===== src/rtl/rtl_bigreg_writer.sv =====
// Publishes a wide RTL value into consecutive mem-map entries (LS word first), then sets the
// valid entry and holds off further publications until the PS acknowledges the read.
module rtl_bigreg_writer #(
    parameter int DATA_WIDTH = 32,
    parameter int WORD_WIDTH = 16,
    parameter int ID_WIDTH   = 8,
    parameter int BASE_ID    = 27
) (
    input  logic                  clk,
    input  logic                  rst,
    input  logic [DATA_WIDTH-1:0] val_in,
    input  logic                  val_valid,
    output logic                  wr_en,
    output logic [ID_WIDTH-1:0]   wr_id,
    output logic [WORD_WIDTH-1:0] wr_data,
    input  logic                  wr_ack,
    input  logic                  ps_read_ack,
    output logic                  busy,
    output logic [15:0]           drop_count
);

    localparam int N_WORDS = DATA_WIDTH / WORD_WIDTH;
    localparam int IDX_W   = (N_WORDS > 1) ? $clog2(N_WORDS) : 1;
    localparam logic [IDX_W-1:0]    LAST_IDX = IDX_W'(N_WORDS - 1);
    localparam logic [ID_WIDTH-1:0] BASE     = ID_WIDTH'(BASE_ID);
    localparam logic [ID_WIDTH-1:0] VALID_ID = ID_WIDTH'(BASE_ID + N_WORDS);

    generate
        if (DATA_WIDTH % WORD_WIDTH != 0) begin : g_bad_width
            $error("rtl_bigreg_writer: DATA_WIDTH must be a multiple of WORD_WIDTH");
        end
        if (BASE_ID + N_WORDS >= (1 << ID_WIDTH)) begin : g_bad_id
            $error("rtl_bigreg_writer: valid entry index does not fit in ID_WIDTH");
        end
    endgenerate

    typedef enum logic [1:0] {
        IDLE,
        WORDS,
        VALID,
        WAIT_PS
    } state_t;

    state_t                  state_q, state_d;
    logic [DATA_WIDTH-1:0]   pend_q, pend_d;
    logic                    pend_v_q, pend_v_d;
    logic [DATA_WIDTH-1:0]   shift_q, shift_d;
    logic [IDX_W-1:0]        word_idx_q, word_idx_d;
    logic [15:0]             drop_count_q, drop_count_d;
    logic                    consume;

    always_ff @(posedge clk or posedge rst) begin
        if (rst) begin
            state_q      <= IDLE;
            pend_q       <= '0;
            pend_v_q     <= 1'b0;
            shift_q      <= '0;
            word_idx_q   <= '0;
            drop_count_q <= '0;
        end else begin
            state_q      <= state_d;
            pend_q       <= pend_d;
            pend_v_q     <= pend_v_d;
            shift_q      <= shift_d;
            word_idx_q   <= word_idx_d;
            drop_count_q <= drop_count_d;
        end
    end

    always_comb begin
        state_d      = state_q;
        pend_d       = pend_q;
        pend_v_d     = pend_v_q;
        shift_d      = shift_q;
        word_idx_d   = word_idx_q;
        drop_count_d = drop_count_q;
        consume      = (state_q == IDLE) && pend_v_q;

        case (state_q)
            IDLE: begin
                // The shift register takes its own copy so later producer values cannot tear a publication.
                if (pend_v_q) begin
                    state_d    = WORDS;
                    shift_d    = pend_q;
                    word_idx_d = '0;
                    pend_v_d   = 1'b0;
                end
            end
            WORDS: begin
                if (wr_ack) begin
                    if (word_idx_q == LAST_IDX) begin
                        state_d = VALID;
                    end else begin
                        word_idx_d = word_idx_q + 1'b1;
                        shift_d    = shift_q >> WORD_WIDTH;
                    end
                end
            end
            VALID: begin
                if (wr_ack) begin
                    state_d = WAIT_PS;
                end
            end
            WAIT_PS: begin
                if (ps_read_ack) begin
                    state_d = IDLE;
                end
            end
            default: state_d = IDLE;
        endcase

        // A newer value always replaces the pending one; it only counts as a drop if that slot was still unpublished.
        if (val_valid) begin
            pend_d   = val_in;
            pend_v_d = 1'b1;
            if (pend_v_q && !consume && (drop_count_q != 16'hFFFF)) begin
                drop_count_d = drop_count_q + 16'd1;
            end
        end
    end

    always_comb begin
        wr_en   = 1'b0;
        wr_id   = '0;
        wr_data = '0;
        case (state_q)
            WORDS: begin
                wr_en   = 1'b1;
                wr_id   = BASE + ID_WIDTH'(word_idx_q);
                wr_data = shift_q[WORD_WIDTH-1:0];
            end
            VALID: begin
                wr_en   = 1'b1;
                wr_id   = VALID_ID;
                wr_data = WORD_WIDTH'(1);
            end
            default: begin
                wr_en   = 1'b0;
                wr_id   = '0;
                wr_data = '0;
            end
        endcase
    end

    assign busy       = (state_q != IDLE) || pend_v_q;
    assign drop_count = drop_count_q;

endmodule


===== config.mk =====
export PLATFORM = sky130hd
export DESIGN_NAME = rtl_bigreg_writer
export DESIGN_NICKNAME = d
export VERILOG_FILES = /design/src/rtl/rtl_bigreg_writer.sv
export SDC_FILE = /design/constraint.sdc
export NUM_CORES = 1
export LEC_CHECK = 0
export BUFFER_PORTS_ARGS = -buffer_cell sky130_fd_sc_hd__buf_2
export CAP_MARGIN = 30
export CORE_ASPECT_RATIO = 1.5
export CORE_UTILIZATION = 25
export DETAILED_ROUTE_END_ITERATION = 6
export SLEW_MARGIN = 20
export SYNTH_ARGS = -nofsm -noshare
export SYNTH_HDL_FRONTEND = slang
export SYNTH_SLANG_ARGS = --single-unit

===== constraint.sdc =====
create_clock -name clk -period 8.3 [get_ports clk]
set_clock_uncertainty 0.1 [all_clocks]
set_input_delay 1.66 -clock clk [delete_from_list [all_inputs] [get_ports clk]]
set_output_delay 1.66 -clock clk [all_outputs]
set_load 0.05 [all_outputs]

# Yosys cells after proc, flatten, opt, wreduce, memory -nomap -nowiden
# Cells that the tools add are included.
[word_totals] reg_bits=84 latch_bits=0 mem_bits_rw=0 mem_bits_ro=0 inputBits=37 mem_count=0
[op_classes] n_addsub=3 multipliers=0 div=0 order_cmp=0 eq_ne=10 shift=0 muxes=19 bitwise_logic=0 n_reduce_logical=14
[ops] op="$mux 32" n=3
[ops] op="$pmux 32 s2" n=1
[ops] op="$pmux 16 s2" n=1
[ops] op="$add 16x1->16 const B" n=1
[ops] op="$ne 16x16->1 const B" n=1
[ops] op="$ne 2x2->1 const B" n=6
[ops] op="$pmux 6 s2" n=1
[ops] op="$mux 2" n=5
[ops] op="$pmux 2 s4" n=1
[ops] op="$add 5x1->6 const A" n=1
[ops] op="$mux 1" n=6
[ops] op="$reduce_bool 2->1" n=3
[ops] op="$reduce_and 5->1" n=1
[ops] op="$eq 2x2->1 const B" n=2
[ops] op="$reduce_and 4->1" n=1
[ops] op="$logic_and 1x1->1" n=3
[ops] op="$reduce_and 3->1" n=1
[ops] op="$eq 2x1->1 const B" n=1
[ops] op="$logic_not 2->1" n=1
[ops] op="$pmux 1 s2" n=1
[ops] op="$reduce_and 2->1" n=1
[ops] op="$reduce_or 2->1" n=1
[ops] op="$add 1x1->1 const B" n=1
[ops] op="$logic_not 1->1" n=1
[ops] op="$logic_or 1x1->1" n=1

# Longest topological paths before layout
# Gate-level depths: netlist of run 1.
[depth] depth_word=6 ltp_mapped=9

# Least setup slack after synthesis of run 1
# Ideal clock, no wire load.
[synth_timing] kind="flip-flop to output port" start="register state_q[0]" end="output port wr_data[0]" arrival_ps=1881 required_time_ps=6540 slack_ps=4659 path_stages_with_launch=4 n_path_buf=0 cell_sequence="dfrtp_1 > inv_1 > ha_1 > nor2b_1"
[synth_via] elab_chain_len=2 elab_cells_between_ends=3 cone_classes="2 x eq/ne; 1 x mux"
[synth_rtl] element="from (decl)" line="44" rtl="state_t state_q, state_d;"
[synth_rtl] element="from (signal assigned)" line="61" rtl="state_q <= state_d;"
[synth_rtl] element="$eq 2x2->1 or $eq 2x1->1 (tied branches)" line="126" rtl="case (state_q)"
[synth_rtl] element="$pmux 16 s2 *" line="126"
[synth_rtl] element="to (decl)" line="15" rtl="output logic [WORD_WIDTH-1:0] wr_data,"
# Every way passes the cells marked *; elsewhere a longest branch is shown, timed or not.

# Final worst setup path of run 1
[layout_timing] start="register state_q[1]" end="output port wr_id[1]"
[layout_via] elab_chain_len=2 elab_cells_between_ends=3 cone_classes="2 x eq/ne; 1 x mux"
[layout_rtl] element="$eq 2x2->1 or $eq 2x1->1 (tied branches)" line="126"
[layout_rtl] element="$pmux 6 s2 *" line="126"
[layout_rtl] element="to (decl)" line="14" rtl="output logic [ID_WIDTH-1:0] wr_id,"
# Marks and branches as above.

==> summary.md, run 1 <==
| Metric | Value |
|---|---|
| Max-slew violation count | 0 |
| Die width | 104 um |
| Sequential cell area | 0.00210 mm^2 |
| CTS sink count | 84 |
| Die area | 0.0160 mm^2 |
| Hold Buf Count CTS | 0 |
| Wire length per cell | 14.0 um |
| Die Y | 154 um |
| Starting Density | 25.6% |
| Final HPWL DP | 6280 um |
| Top-count cell post-synth | dfrtp_1 |
| Gr busiest metal | met2 |
| Crit-path max cell delay | 0.77 ns |
| Root Buffer | clkbuf_16 |
| Vias | 2703 |
| Most used DFF post-synth | dfrtp_1 |
| Critical path class | flop to output pin |
| Initial DRC Count | 153 |
| Initial antenna violation count | 2 |
| First-pass GRT wire length | 14500 um |
| Final Setup Violations | 0 |
| RD Place Congestion | 0.740 |
| Grt met1 use | 13.1% |
| Post-Synthesis Cell Area | 0.00387 mm^2 |
| Share of the synthesized area in the top cell type | 54.2% |
| Status | completed |
| Drt pass-1 iters | 4 |
| Largest net degree at the start of global routing | 45 |
| Flop pwr share | 33.9% |
| Total grt overflow | 0 |
| Ys async rst share | 100% |
| Setup repair bufs after CTS | 0 |
| Final Hold Viols | 0 |
| Register area share after synthesis | 54.2% |
| Synth warn | 0 |
| H-tree levels | 3 |
| Power per Cell Area | 373 mW/mm^2 |
| Post-Route WL | 8650 um |
| Clk slew on worst S/H paths | 0.06 ns |
| Synth area leaders | dfrtp_1, mux2_2, nand2_1 |
| CP startpoint kind | flop |
| CP arrival | 2.17 ns |
| Average cell area after synthesis | 11.4 um^2 |
| WP data required | 6.54 ns |
| Non-Filler Instances | 618 |
| Nets@finish | 456 |
| Static Leak | 2.29 nW |
| Vias in the first global route | 2806 |
| Worst Tran Pin Value | 0.866 ns |
| Ratio of final minimum period to clock period | 47.3% |
| Commonest cells in the netlist | dfrtp_1, nand2_1, mux2_2 |
| Clock power share | 22.4% |
| Share of layout cells above drive strength 1 | 32.6% |
| Worst slew margin relative to its limit | 42.3% |
| Clock latency on the worst-skew pair | 0.33 ns |
| Met2 usage | 19.9% |
| CP Cell Sequence | inv_1 > ha_2 > nor2b_1 > buf_2 |
| Post-synth EDFFs | 0 |
| Cell count after synthesis | 341 |
| Vias/cell | 4.37 |
| Combinational power share | 43.7% |
| Fillcell total | 1588 |
| FF+latch count, synth | 84 |
| CP Capture Type | output pin |
| RSZ-0062 raised after global routing | false |
| Routed Antenna Nets | 0 |
| P&R area growth vs syn | 23.3% |
| Net Sw Frac | 43.4% |
| Crit Path Max Fanout | 38 |
| Met3 Usage GRT | 4.00% |
| Max_cap viols | 0 |
| CTS tree | yes |
| DRC viols | 0 |
| GR Util All Layers | 11.6% |
| Maximum clock path buffer count | 2 |
| Core Rows | 55 |
| HP Class | flop to flop |
| Multi-input logic area | 0.00166 mm^2 |
| Total I/O pin count | 79 |
| VDD IR max | 0.154 mV |
| Cell count after placement | 600 |
| Post-CTS sizing | 0 |
| Setup_tns | 0 ns |
| Yosys top cell by area | dfrtp_1 |
| Core area | 0.0151 mm^2 |
| Port Buf Inserts | 75 |
| Post-synth cell types | 40 |
| Fin crit period | 3.93 ns |
| Sw Pwr | 0.000774 W |
| Slowest-stage cell, CP | ha_2 |
| CTS Buf Count | 9 |
| Internal cell power | 0.00101 W |
| Peak Freq | 0.255 GHz |
[layout make-up]
| class | instances | area share (%) |
|---|---|---|
| Clock buffer | 10 | 4.79 |
| Antenna cell | 2 | 0.105 |
| Multi-Input combinational cell | 232 | 34.8 |
| Sequential cell | 84 | 44.0 |
| Tap cell | 199 | 5.21 |
| Clock inverter | 6 | 1.49 |
| Inverter | 7 | 0.576 |
| Timing Repair Buffer | 78 | 9.01 |
[power by group through the flow]
stage               clock (W)  combinational [W]  sequential [W]
global route         0.000431           0.000853        0.000619
floorplan                   0           0.000574        0.000640
finish               0.000399           0.000779        0.000604
detailed placement          0           0.000792        0.000611
CTS                  0.000414           0.000795        0.000604
global placement            0           0.000753        0.000603
[worst paths after layout]
check                                  from          end  slack [ns]  cells past startpoint
worst max-delay path             state_q[1]     wr_id[1]        4.37                      4
max in group asynchronous               rst  shift_q[23]        6.11                      4
min in group asynchronous               rst  shift_q[15]        1.37                      3
worst min register to register  shift_q[23]  shift_q[23]        0.36                      2
worst min-delay path            shift_q[23]  shift_q[23]        0.36                      2
worst max register to register   state_q[1]   shift_q[1]        5.63                      7
[stage by stage]
step | worst slack [ns] | hold WS, ns | total power, W | utilization (%) | cell area [um^2]
after floorplan | 4.37 | 0.338 | 0.00121 | - | 3880
after global placement | 4.75 | 0.349 | 0.00136 | 29.2 | 4420
after detailed placement | 4.67 | 0.356 | 0.00140 | 29.5 | 4470
after CTS | 4.31 | 0.370 | 0.00181 | 31.5 | 4770
after global routing | 4.19 | 0.388 | 0.00190 | 31.5 | 4770
final | 4.37 | 0.364 | 0.00178 | 31.6 | 4780
[state kept, by name, indices dropped and copies added (netlist names)]
register and flops:
pend_v_q 1, word_idx_q 1, drop_count 16, state_q 2
shift_q 32, pend_q 32
[routing by layer]
metal	up-vias	part of all wire (%)
met1	1328	42
met5	-	0
li1	1307	-
met4	0	1.4
met2	59	51
met3	9	5.8
[cell families (layout without fill, tap and decap cells)]
kind of cell    after synthesis  count (layout)  synth area share [%]
flops                        84              84                  54.2
simple gates                121             121                  17.3
fa+ha+maj                     7               7                  2.26
compound gates               36              36                  5.33
buf+inv                      27             101                  3.39
other cells                   1               5                0.0968
mux                          50              50                  14.0
xor+xnor                     15              15                  3.39
[layout by cell type, fill, tap and decap left out, types with 3 or more instances in the layout]
| cell | instances |
|---|---|
| dfrtp_1 | 84 |
| buf_2 | 75 |
| nand2_1 | 54 |
| mux2_2 | 32 |
| o21ai_1 | 18 |
| mux2i_1 | 16 |
| nand3b_1 | 16 |
| and2_1 | 15 |
| xor2_1 | 10 |
| clkbuf_16 | 9 |
| ha_1 | 6 |
| nand4_1 | 5 |
| a21oi_1 | 5 |
| nand3_1 | 5 |
| xnor2_1 | 5 |
| inv_1 | 5 |
| nor2b_1 | 5 |
| a31oi_1 | 4 |
| a211oi_1 | 3 |
| and3_1 | 3 |
| nor2_1 | 3 |
| conb_1 | 3 |
[worst max-delay path: cells and delay by family, from the launching register on]
family | cells | cell delay (ns)
and+or+nand+nor | 1 | 0.23
buffers and inverters | 2 | 0.42
DFF | 1 | 0.41
adders and majority gates | 1 | 0.77
(Power assumes the default switching activity.)
==> run 2: changes to the inputs <==
--- a/config.mk
+++ b/config.mk
@@ -5,6 +5,7 @@
 export SDC_FILE = /design/constraint.sdc
 export NUM_CORES = 1
 export LEC_CHECK = 0
+export ABC_AREA = 1
 export BUFFER_PORTS_ARGS = -buffer_cell sky130_fd_sc_hd__buf_2
 export CAP_MARGIN = 30
 export CORE_ASPECT_RATIO = 1.5
==> constraint.sdc (replaced) <==
create_clock -name clk -period 3.4 [get_ports clk]
set_clock_uncertainty 0.1 [all_clocks]
set_input_delay 0.68 -clock clk [delete_from_list [all_inputs] [get_ports clk]]
set_output_delay 0.68 -clock clk [all_outputs]
set_load 0.05 [all_outputs]
==> run 2 against run 1 <==
Effect of this change: clock power rose to 2.5 times the previous value; global-route usage rose by 0.81 points; die area up 7.9%; wire length up 16%; synthesized cell count grew 58%; non-clock buffer count up 3; worst setup slack lost 3.8 ns; total power grew to 2.5 times the previous value.
==> summary.md, run 2 <==
| Metric | Value |
|---|---|
| Status | completed |
| Post-Route WL | 10000 um (+16%) |
| Post-CTS sizing | 0 (unchanged) |
| Sequential cell area | 0.00210 mm^2 (unchanged) |
| Worst setup path start | state_q[1] |
| Post-Synth Adder-Cell Area | 2.09% (-0.17 points) |
| Top-count cell post-synth | nand2_1 |
| Die Y | 160 um (+3.9%) |
| Wire length per cell | 12.3 um (-12%) |
| Ys async rst share | 100% (unchanged) |
| Critical path class | flop to output pin |
| Setup_tns | 0 ns (unchanged) |
| Vias/cell | 4.21 (-3.7%) |
| RR Startpoint | state_q[1] |
| H-tree levels | 3 (unchanged) |
| Core area | 0.0163 mm^2 (+7.4%) |
| Final Setup Violations | 0 (unchanged) |
| Routed Antenna Nets | 0 (unchanged) |
| Post-synth EDFFs | 0 (unchanged) |
| Post-synth cell types | 29 (-28%) |
| Ratio of final minimum period to clock period | 83.4% |
| Post-synthesis mux area share | 0% (-14 points) |
| Max-slew violation count | 0 (unchanged) |
| Synth Area in Compound Gates | 8.04% (+2.7 points) |
| CP Capture Type | output pin |
| Maximum clock path buffer count | 2 (unchanged) |
| Worst slew margin relative to its limit | 55.0% (+13 points) |
| Largest net degree at the start of global routing | 49 (+8.9%) |
| Vias | 3432 (+27%) |
| CTS sink count | 84 (unchanged) |
| CTS tree | yes |
| Share of the synthesized area in the top cell type | 50.2% (-4.0 points) |
| Die width | 108 um (+3.9%) |
| Final HPWL DP | 7280 um (+16%) |
| Most common cell after layout, fill and taps aside | nand2_1 |
| P&R area growth vs syn | 19.9% |
| Synth area leaders | dfrtp_1, nand2_1, inv_1 |
| Simple-Gate Fraction of Synth Area | 28.9% (+12 points) |
| WP data required | 2.62 ns (-3.92 ns) |
| Min Hold Slack | 0.317 ns (-0.0474 ns) |
| First-pass GRT wire length | 16600 um (+14%) |
| DRC viols | 0 (unchanged) |
| XOR/XNOR Fraction of Synth Area | 0.628% (-2.8 points) |
| Starting Density | 25.7% (+0.14 points) |
| Average cell area after synthesis | 7.78 um^2 (-32%) |
| CP startpoint kind | flop |
| FF+latch count, synth | 84 (unchanged) |
| Total I/O pin count | 79 (unchanged) |
| RSZ-0062 raised after global routing | false |
| CP Cell Sequence | inv_1 > ha_1 > nand2_1 > a21oi_1 > buf_2 |
| Peak Freq | 0.352 GHz |
| Clock latency on the worst-skew pair | 0.33 ns (about the same) |
| Post-Synthesis Cell Area | 0.00419 mm^2 (+8.0%) |
| Synth warn | 0 (unchanged) |
| Setup repair bufs after CTS | 0 (unchanged) |
| Largest family of logic cells by synthesized area | simple AND/OR/NAND/NOR gates |
| Commonest cells in the netlist | nand2_1, dfrtp_1, inv_1 |
| Worst Tran Pin Value | 0.675 ns (-0.192 ns) |
| HP Class | primary input to async pin |
| Max_cap viols | 0 (unchanged) |
| Nets@finish | 647 (+42%) |
| Most used DFF post-synth | dfrtp_1 |
| Static Leak | 2.63 nW (+15%) |
| Fillcell total | 1777 (+12%) |
| CP arrival | 2.06 ns (-0.11 ns) |
| Total grt overflow | 0 (unchanged) |
| Vias in the first global route | 3314 (+18%) |
| Fin crit period | 2.84 ns |
| Die area | 0.0173 mm^2 (+7.9%) |
| GR Util All Layers | 12.4% (+0.81 points) |
| CTS Buf Count | 9 (unchanged) |
| VDD IR max | 0.311 mV (+100%) |
| Initial DRC Count | 153 (unchanged) |
| Hold Buf Count CTS | 0 (unchanged) |
| Power per Cell Area | 903 mW/mm^2 (+140%) |
| Final Hold Viols | 0 (unchanged) |
| Most frequent cells in the layout | nand2_1, dfrtp_1, buf_2 |
| RD Place Congestion | 0.780 (+5.5%) |
| Drt pass-1 iters | 4 (unchanged) |
| Slowest-stage cell, CP | ha_1 |
| Port Buf Inserts | 75 (unchanged) |
| Clk slew on worst S/H paths | 0.06 ns (about the same) |
| Initial antenna violation count | 1 (-1) |
| Register area share after synthesis | 50.2% (-4.0 points) |
| Crit Path Max Fanout | 18 (-53%) |
| Core Rows | 57 (+3.6%) |
| Share of layout cells above drive strength 1 | 19.7% (-13 points) |
| Multi-input logic area | 0.00167 mm^2 (+0.45%) |
| Cell count after synthesis | 538 (+58%) |
| Yosys top cell by area | dfrtp_1 |
| Root Buffer | clkbuf_16 |
| Crit-path max cell delay | 0.60 ns (-0.17 ns) |
## run 2: report_power, final
part           total (W)  internal (W)  switching [W]
sequential       0.00141       0.00126       0.000145
combinational    0.00212      0.000555        0.00156
clock            0.00100      0.000595       0.000408
## run 2: logic make-up after synthesis
kind of cell             after synthesis
AND/OR/NAND/NOR                      293
buffers and inverters                 93
flip-flops                            84
AO/OA/AOI/OAI                         57
adder cells (fa/ha/maj)                7
XOR/XNOR                               3
other                                  1
## run 2: final cells by class
type	instances	area share, %
Sequential cell	84	41.9
Clock buffer	10	4.76
Antenna cell	1	0.0499
Multi-Input combinational cell	363	33.3
Inverter	64	4.81
Timing Repair Buffer	81	8.63
Clock inverter	6	1.42
Tap cell	206	5.14
## run 2: metrics by stage
step	instances	util, %	power, W	cell area [um^2]	worst slack, ns
4_1_cts	814	30.8	0.00460	5010	0.479
5_1_grt	814	30.8	0.00488	5010	0.328
6_report	815	30.9	0.00453	5020	0.563
3_5_place_dp	798	28.9	0.00358	4700	0.852
2_1_floorplan	540	-	0.00324	4190	0.455
3_3_place_gp	798	28.9	0.00356	4700	0.916
## run 2: worst max-delay path, delay by kind of cell, from the launching register on
family	cells	cell delay, ns
compound gates	1	0.15
fa+ha+maj	1	0.60
buf+inv	2	0.41
flops	1	0.41
simple gates	1	0.16
## run 2: final timing paths
| path | endpoint | slack [ns] | cells past startpoint |
|---|---|---|---|
| max in group asynchronous | shift_q[25] | 2.20 | 3 |
| setup / recovery | wr_id[0] | 0.56 | 5 |
| min in group clk | pend_q[4] | 0.37 | 2 |
| hold / removal | drop_count[13] | 0.32 | 2 |
| setup reg to reg | shift_q[31] | 0.98 | 10 |
| hold reg to reg | pend_q[4] | 0.37 | 2 |
## run 2: layer usage
layer	up-vias	GRT usage, %	part of all wire, %
met5	-	0	0
met4	0	5.17	2.2
met3	11	2.76	3.8
met2	52	21.0	52
met1	1592	14.9	42
li1	1777	-	-
==> run 3: changes to the inputs <==
==> constraint.sdc (replaced) <==
create_clock -name clk -period 2.4 [get_ports clk]
set_clock_uncertainty 0.1 [all_clocks]
set_input_delay 0.48 -clock clk [delete_from_list [all_inputs] [get_ports clk]]
set_output_delay 0.48 -clock clk [all_outputs]
set_load 0.05 [all_outputs]
==> run 3 against run 2 <==
Effect of this change: cell count is 0.25% higher; combinational power is 48% higher; sequential cell count stayed put; utilization is 0.31 points higher; total power is 43% higher; global-route usage is 0.50 points higher; register-to-register slack worse by 0.55 ns; highest routed layer unchanged.
==> summary.md, run 3 (same netlist as run 2, synthesis figures left out) <==
| Metric | Value |
|---|---|
| Total grt overflow | 0 (unchanged) |
| CP startpoint kind | flop |
| Top cell family by delay on the critical path | buffers and inverters |
| Max-slew violation count | 0 (unchanged) |
| Slowest-stage cell, CP | dfrtp_1 |
| Core area | 0.0163 mm^2 (unchanged) |
| CTS tree | yes |
| Antenna cells | 0 (-1) |
| Combinational power share | 48.2% (+1.4 points) |
| Largest net degree at the start of global routing | 47 (-4.1%) |
| Initial antenna violation count | 0 (-1) |
| Most frequent cells in the layout | nand2_1, dfrtp_1, buf_2 |
| Status | completed |
| Drt pass-1 iters | 5 (+1) |
| Final Cell Area | 0.00507 mm^2 (+1.0%) |
| Nets@finish | 651 (+0.62%) |
| Routed Antenna Nets | 0 (unchanged) |
| Vias in the first global route | 3544 (+6.9%) |
| Final HPWL DP | 7510 um (+3.1%) |
| HP Class | primary input to async pin |
| Core Rows | 57 (unchanged) |
| VDD IR max | 0.476 mV (+53%) |
| Net Sw Frac | 45.9% (-0.82 points) |
| Die area | 0.0173 mm^2 (unchanged) |
| CP Capture Type | output pin |
| Root Buffer | clkbuf_16 |
| H-tree levels | 3 (unchanged) |
| Final Setup Violations | 0 (unchanged) |
| RD Place Congestion | 0.784 (+0.44%) |
| P&R area growth vs syn | 21.1% |
| Flop pwr share | 30.9% (-0.2 points) |
| Peak Freq | 0.443 GHz |
| Initial DRC Count | 138 (-9.8%) |
| Die width | 108 um (unchanged) |
| CTS Buf Count | 9 (unchanged) |
| RSZ-0062 raised after global routing | false |
| Clk slew on worst S/H paths | 0.06 ns (about the same) |
| GR Util All Layers | 12.9% (+0.50 points) |
| Wire length per cell | 12.6 um (+2.3%) |
| Clock power share | 20.9% (-1.2 points) |
| Sequential cell area | 0.00210 mm^2 (unchanged) |
| Ratio of final minimum period to clock period | 94.1% |
| Fillcell total | 1743 (-1.9%) |
| Maximum clock path buffer count | 2 (unchanged) |
| CP Cell Sequence | inv_1 > ha_2 > buf_6 > nand2_1 > a21oi_1 > buf_4 |
| Most common cell after layout, fill and taps aside | nand2_1 |
| Min Hold Slack | 0.0824 ns (-0.234 ns) |
| Worst Tran Pin Value | 0.517 ns (-0.158 ns) |
| Power per Cell Area | 1280 mW/mm^2 (+42%) |
| Fin crit period | 2.26 ns |
| Critical path class | flop to output pin |
| DP Area | 0.00476 mm^2 (+1.2%) |
| Starting Density | 25.7% (unchanged) |
| Final Hold Viols | 0 (unchanged) |
| Share of layout cells above drive strength 1 | 20.3% (+0.56 points) |
| Setup repair bufs after CTS | 0 (unchanged) |
| Crit Path Max Fanout | 16 (-2) |
| Internal cell power | 0.00352 W (+46%) |
| Vias/cell | 4.17 (-0.91%) |
| Crit-path max cell delay | 0.41 ns (-0.19 ns) |
| Clock latency on the worst-skew pair | 0.33 ns (about the same) |
| CTS sink count | 84 (unchanged) |
| Hold Buf Count CTS | 0 (unchanged) |
| Max_cap viols | 0 (unchanged) |
| Final Worst Setup Slack | 0.141 ns (-0.422 ns) |
| First-pass GRT wire length | 17400 um (+4.8%) |
| Total I/O pin count | 79 (unchanged) |
| Port Buf Inserts | 75 (unchanged) |
| Multi-input logic area | 0.00167 mm^2 (+0.15%) |
| Dpl ws | 0.378 ns (-0.474 ns) |
| Vias | 3409 (-0.67%) |
| DRC viols | 0 (unchanged) |
| Worst slew margin relative to its limit | 65.5% (+11 points) |
| Sw Pwr | 0.00298 W (+41%) |
| Post-Route WL | 10300 um (+2.5%) |
| WP buf/inv | 3 (+1) |
| CP arrival | 1.68 ns (-0.38 ns) |
| WP data required | 1.82 ns (-0.80 ns) |
| Static Leak | 2.65 nW (+0.77%) |
| Die Y | 160 um (unchanged) |
## run 3: through the flow
step	TNS (ns)	instances	power (W)	util, %
after floorplan	-0.564	540	0.00458	-
after global placement	0	802	0.00515	29.3
after detailed placement	0	802	0.00518	29.3
after CTS	0	817	0.00657	31.1
after global routing	0	817	0.00697	31.2
final	0	817	0.00650	31.2
## run 3: layout make-up
class	count	share of cell area, %
Clock buffer	10	4.72
Clock inverter	5	1.04
Inverter	64	4.81
Multi-Input combinational cell	363	33.0
Sequential cell	84	41.5
Tap cell	206	5.09
Timing Repair Buffer	85	9.85
## run 3: worst register-to-register path, cell delays in order (launching register included)
cell,delay [ns]
dfrtp_1,0.43
inv_1,0.11
ha_1,0.27
nand2_1,0.11
nand2_1,0.15
nor2_8,0.35
buf_12,0.22
nand3_1,0.07
o21ai_0,0.08
## run 3: path summary, 6_finish.rpt
| path | from | to | slack, ns | cells after the start |
|---|---|---|---|---|
| max in group asynchronous | rst | shift_q[24] | 1.48 | 3 |
| worst max-delay path | state_q[1] | wr_id[2] | 0.14 | 6 |
| worst max register to register | state_q[0] | shift_q[17] | 0.43 | 8 |
| worst min register to register | pend_q[12] | pend_q[12] | 0.37 | 2 |
| min in group clk | val_in[14] | pend_q[14] | 0.25 | 3 |
| worst min-delay path | rst | pend_q[21] | 0.08 | 2 |
## run 3: power groups by stage
| stage | Combinational [W] | Sequential (W) | Clock [W] |
|---|---|---|---|
| after global placement | 0.00313 | 0.00202 | 0 |
| after floorplan | 0.00251 | 0.00208 | 0 |
| after global routing | 0.00347 | 0.00206 | 0.00145 |
| final | 0.00313 | 0.00201 | 0.00136 |
| after CTS | 0.00316 | 0.00201 | 0.00140 |
| after detailed placement | 0.00315 | 0.00203 | 0 |
## run 3: timing repair
| item | CTS | global route |
|---|---|---|
| gates resized for setup | 0 | 6 |
| setup endpoints to repair | 0 | 14 |
| endpoints found under the hold margin | 0 | 0 |
## run 3: routing by layer
| metal | share of wire, % | routed length (um) | track usage, % | up-vias |
|---|---|---|---|---|
| li1 | - | - | - | 1783 |
| met1 | 43 | 4410 | 15.2 | 1560 |
| met2 | 51 | 5230 | 22.2 | 52 |
| met3 | 3.4 | 347 | 2.39 | 14 |
| met4 | 2.7 | 275 | 5.98 | 0 |
| met5 | 0 | 0 | 0 | - |
